==> src/rtl/counter_pkg.sv <==
// Shared types and helpers for the start-triggered cycle counter.
package counter_pkg;

  typedef enum logic [0:0] {
    IDLE = 1'b0,
    BUSY = 1'b1
  } state_t;

  // Counter width, clamped to at least one bit so COUNT_NUM = 1 still elaborates.
  function automatic int cnt_width(input int count_num);
    int w;
    w = $clog2(count_num);
    return (w < 1) ? 1 : w;
  endfunction

endpackage

==> src/rtl/counter.sv <==
// Start-triggered cycle counter: a start pulse times COUNT_NUM cycles, then done_o strobes once.
// Optional macro COUNTER_RESTART_EN: start_i while BUSY restarts the run instead of being ignored.
module counter
  import counter_pkg::*;
#(
  parameter int COUNT_NUM = 16,
  parameter int CNT_W     = cnt_width(COUNT_NUM)
) (
  input  logic             clk,
  input  logic             rst,
  input  logic             start_i,
  output logic             done_o,
  output logic             busy_o,
  output logic [CNT_W-1:0] count_o
);

  localparam logic [CNT_W-1:0] LAST = CNT_W'(COUNT_NUM - 1);

  state_t           state;
  logic [CNT_W-1:0] cnt;
  logic             done_q;

  always_ff @(posedge clk) begin
    if (rst) begin
      state  <= IDLE;
      cnt    <= '0;
      done_q <= 1'b0;
    end else begin
      done_q <= 1'b0;
      unique case (state)
        IDLE: begin
          cnt <= '0;
          if (start_i) state <= BUSY;
        end
        BUSY: begin
`ifdef COUNTER_RESTART_EN
          // A restart beats completion on the same edge: the aborted run never reports done.
          if (start_i) begin
            cnt <= '0;
          end else
`endif
          if (cnt == LAST) begin
            done_q <= 1'b1;
            cnt    <= '0;
            state  <= IDLE;
          end else begin
            cnt <= cnt + 1'b1;
          end
        end
        default: begin
          state <= IDLE;
          cnt   <= '0;
        end
      endcase
    end
  end

  assign done_o  = done_q;
  assign busy_o  = (state == BUSY);
  assign count_o = cnt;

endmodule

==> config.mk <==
export PLATFORM = sky130hd
export DESIGN_NAME = counter
export DESIGN_NICKNAME = d
export VERILOG_FILES = /design/src/rtl/counter_pkg.sv /design/src/rtl/counter.sv
export SDC_FILE = /design/constraint.sdc
export NUM_CORES = 1
export LEC_CHECK = 0
export ABC_AREA = 1
export BUFFER_PORTS_ARGS = -buffer_cell sky130_fd_sc_hd__buf_2
export CORE_AREA = 10 10 47 49
export DETAILED_ROUTE_END_ITERATION = 6
export DIE_AREA = 0 0 57 59
export PLACE_DENSITY = 0.36
export SLEW_MARGIN = 20
export SYNTH_ARGS = -nofsm -noshare
export SYNTH_HDL_FRONTEND = slang
export SYNTH_SLANG_ARGS = --single-unit
==> constraint.sdc <==
create_clock -name clk -period 2.7 [get_ports clk]
set_input_delay 0.27 -clock clk [delete_from_list [all_inputs] [get_ports clk]]
set_output_delay 0.27 -clock clk [all_outputs]
set_load 0.02 [all_outputs]
# == Yosys cells after proc, flatten, opt, wreduce, memory -nomap -nowiden ==
# Cells that the tools add are included.
# op_classes
eq_ne,1
n_mux,6
reduce_logical,1
n_addsub,1
bitwise,1
# ops
cell,n
case mux 4 bit (2 select lines),1
adder 4 x 1 -> 4 bit (second input constant),1
equality test 4 bit (second input constant),1
two-way mux 4 bit,1
two-way mux 1 bit,3
case mux 1 bit (2 select lines),1
OR reduction 2 bit,1
inverter 1 bit,1
# word_totals
ff_bits,6
input_bits,3
output_inout_bits,6
word_cells,13

# == Depth between registers and ports, before layout ==
# depth
ltp_word,3
mapped_depth,4
mapped_depth_nobuf,4

# == Least setup slack after synthesis ==
# Ideal clock, no wire load.
# synth_timing
path_type,reg-to-reg
start,reg cnt[0] (netlist: count_o[0])
end,reg cnt[0] (netlist: count_o[0])
n_path_buf,0
t_required_ps,2573
stages_incl_launch_ff,5
period_less_slack_ps,1079
arrival_ps,952
setup_ps,127
path_slack_ps,1621
path_cell_list,dfxtp_1 -> ha_1 -> nand3_1 -> nand2_2 -> nor2_1
# synth_via
elab_chain_len,3
word_cells_on_any_way,4
classes_between,1 x add/sub; 1 x eq/ne; 2 x mux
# synth_rtl
item,line_no,rtl
start: declaration,counter.sv:20,logic [CNT_W-1:0] cnt;
start signal: assignment,counter.sv:47,cnt <= cnt + 1'b1;
adder 4 x 1 -> 4 bit / equality test 4 bit (equally long branches),"counter.sv:47, counter.sv:42",
two-way mux 4 bit *,counter.sv:42,if (cnt == LAST) begin
case mux 4 bit (2 select lines) *,counter.sv:30,unique case (state)
# Every way passes the cells marked *; elsewhere a longest branch is shown, timed or not.
# A chain may end at the register's enable or synchronous reset.

# == Final worst setup path ==
# layout_timing
start,reg cnt[2] (netlist: count_o[2])
end,out count_o[2]
# layout_rtl
item,line_no,rtl
end: declaration,counter.sv:14,output logic [CNT_W-1:0] count_o
# No word-level cell between the ends.

==> impl_metrics.py <==
metrics = {
    "status": {
        "status": "finished, final reports clean",
    },
    "critical_path": {
        "path_buf_inv": 1,
        "critical_path_depth": 1,
        "reg2reg_to": "busy_o$_SDFF_PP0_",
        "cp_max_fo": 5,
        "crit_family": "flip-flops",
        "crit-reg2reg-launch": "count_o[0]$_SDFF_PP0_",
        "endpoint_kind": "output pin",
        "path_cells": "buf_2",
        "r2r_cells": 4,
        "r2r_slack_ns": 1.70,
        "critPathCapture": "count_o[2]",
        "slowest_stage": "dfxtp_1",
        "worst_ep_required_time_ns": 2.43,
        "critPathLaunchType": "register",
        "cpPeakStageDelay_ns": 0.40,
        "worst-setup-path-type": "reg -> out",
        "critPathLaunch": "count_o[2]$_SDFF_PP0_",
        "worstPathArrival_ns": 0.85,
    },
    "route": {
        "wirelength_um": 509,
        "avgViaCountPerCell": 3.717,
        "ant_nets": 0,
        "first_iter_violations": 7,
        "wl_per_cell_um": 9.604,
        "vias": 197,
        "post-route-drc-count": 0,
        "dr.pass1.iters": 4,
    },
    "clocking": {
        "clkSinkCount": 6,
        "clk-insertion-delay-late_ns": 0.24,
        "cts_buffer_depth": 2,
        "root_buffer": "clkbuf_4",
        "cts_buffers": 3,
        "tritoncts": "yes",
        "path_clk_slew_ns": 0.05,
        "postCtsSetupBuffers": 0,
        "cts_resized": 0,
        "htreeDepth": 1,
        "cts_hold_buf": 0,
    },
    "synthesis": {
        "yosysTopAreaCell": "dfxtp_1",
        "yosysMostFrequentCell": "dfxtp_1",
        "synthTopCellsByArea": "dfxtp_1 (54%), nor2_1 (8.4%), inv_1 (6.7%)",
        "synth_top_cell_area_share_pct": 53.63,
        "ys_top_cells_by_count": "dfxtp_1 (6), nor2_1 (5), inv_1 (4), nand2_1 (3), nand3_1 (2)",
        "synthFlopType": "dfxtp_1",
        "synth-edff-count": 0,
        "syn-num-nets": 30,
        "ys_async_sr_fraction_pct": 0,
        "ys_ff_latch": 6,
        "synth_area_per_cell_um2": 8.614,
        "yosys.cell_types.count": 11,
        "synth.yosys.seq_area_share_pct": 53.63,
        "syn_area_um2": 224.0,
        "yosysWarnings": 0,
        "syn_inst": 26,
    },
    "pwr": {
        "internal_power_mw": 0.1487,
        "clkPwrFrac_pct": 43.0,
        "p_sw_mw": 0.04833,
        "combPwrFrac_pct": 8.9,
        "total_leakage_power_nw": 0.1403,
        "irDropWorstVdd_mv": 0.1364,
        "p_per_area_nw_per_um2": 642.7,
        "power_frac_seq_pct": 48.2,
        "swShare_pct": 24.53,
    },
    "sta": {
        "slew_headroom_pct": 87.93,
        "maxSlewViolCount": 0,
        "holdWs_ns": 0.2193,
        "fin_crit_ns": 1.120,
        "post-route-period-util_pct": 41.49,
        "setup_tns_ns": 0,
        "rsz0062_at_grt": "no",
        "final-setup-viol-count": 0,
        "tightestPinTransition_ns": 0.1808,
        "max_freq_mhz": 892.6,
        "finalHoldViolations": 0,
        "clock_skew_ns": 0.0003903,
    },
    "layout": {
        "final_nets": 43,
        "drive_gt1_share_pct": 37.84,
        "insertedDiodeCount": 0,
        "stdcell_count": 53,
        "syn_to_final_growth_pct": 36.87,
    },
    "place": {
        "gp_congestion": 0.6222,
        "dp.cells": 50,
        "hpwl_um": 406.8,
        "io_buffers": 8,
    },
    "global_route": {
        "grt_use_total_pct": 3.803,
        "grt_pass1_wl_um": 890,
        "first_global_vias": 202,
        "grt_max_degree": 6,
        "grt_overflow": 0,
        "antenna_found_initial": 0,
    },
    "die": {
        "die_h_um": 59,
        "dieArea_um2": 3363,
        "io-pin-count": 9,
        "die_x_um": 57,
        "num_rows": 14,
        "initial_core_util_pct": 15.98,
        "core_um2": 1401,
    },
    "min_path": {
        "hold_depth": 3,
        "hold_path_class": "in -> reg",
    },
    "job": {
        "cap_viol_max_count": 0,
    },
}
[power groups by stage]
stage | combinational, mW | sequential, mW | clock, mW
2_1_floorplan | 0.00703 | 0.101 | 0
3_3_place_gp | 0.0178 | 0.0965 | 0
3_5_place_dp | 0.0180 | 0.0966 | 0
4_1_cts | 0.0181 | 0.0948 | 0.0894
5_1_grt | 0.0198 | 0.0958 | 0.0949
6_report | 0.0175 | 0.0949 | 0.0846
[sequential cells by signal (all words and copies together), names as in the netlist]
signal,flops
count_o,4
done_o,1
busy_o,1
[worst min-delay path, stage by stage]
cell and delay [ns]:
buf_2 0.07, nand2_1 0.04, nand2_1 0.05
[cell type report]
type	instances	area, um^2
fillers	160	1095
clock buffers	3	22.52
well taps	16	20.02
repair buffers	8	40.04
inverters	4	15.01
flip-flops and latches	6	120.1
multi-input cells	16	88.84
[how the worst min path moves through the flow]
| stage | from | endpoint | slack, ns |
|---|---|---|---|
| 5_1_grt | start_i | busy_o$_SDFF_PP0_ | 0.23 |
| 4_1_cts | start_i | busy_o$_SDFF_PP0_ | 0.21 |
| 3_5_place_dp | start_i | busy_o$_SDFF_PP0_ | 0.47 |
| 3_3_place_gp | count_o[0]$_SDFF_PP0_ | count_o[0]$_SDFF_PP0_ | 0.47 |
| 6_report | start_i | busy_o$_SDFF_PP0_ | 0.22 |
| 2_1_floorplan | start_i | busy_o$_SDFF_PP0_ | 0.38 |
[cell usage in the layout (no fill, tap or decap)]
master,n
clkbuf_4,3
buf_2,8
xnor2_1,1
nand2_2,1
nand2_1,3
ha_1,1
nand4_1,1
a21oi_2,1
nand3_1,2
inv_1,4
nor2_2,1
dfxtp_1,6
nor2_1,5
[per-layer routing]
layer	GRT usage [%]	routed length (um)
met3	2.790	38
met5	0	0
met1	3.444	212
met4	5.034	0
met2	4.806	259
[cells by family (layout without fill, tap and decap cells)]
family          after synthesis  after routing  synth area share [%]
compound gates                1              1                 3.911
xor+xnor                      1              1                 3.911
fa+ha+maj                     1              1                 5.586
buf+inv                       4             15                 6.702
flops                         6              6                 53.63
simple gates                 13             13                 26.26
[metrics by stage]
step	setup WS, ns	total power [mW]	area, um^2	util, %
3_5_place_dp	1.694	0.1146	284.0	20.27
5_1_grt	1.527	0.2105	306.5	21.88
6_report	1.580	0.1970	306.5	21.88
2_1_floorplan	1.621	0.1076	224.0	-
4_1_cts	1.574	0.2023	306.5	21.88
3_3_place_gp	1.701	0.1143	284.0	20.27
No activity file was read; power rests on OpenSTA's default activity.
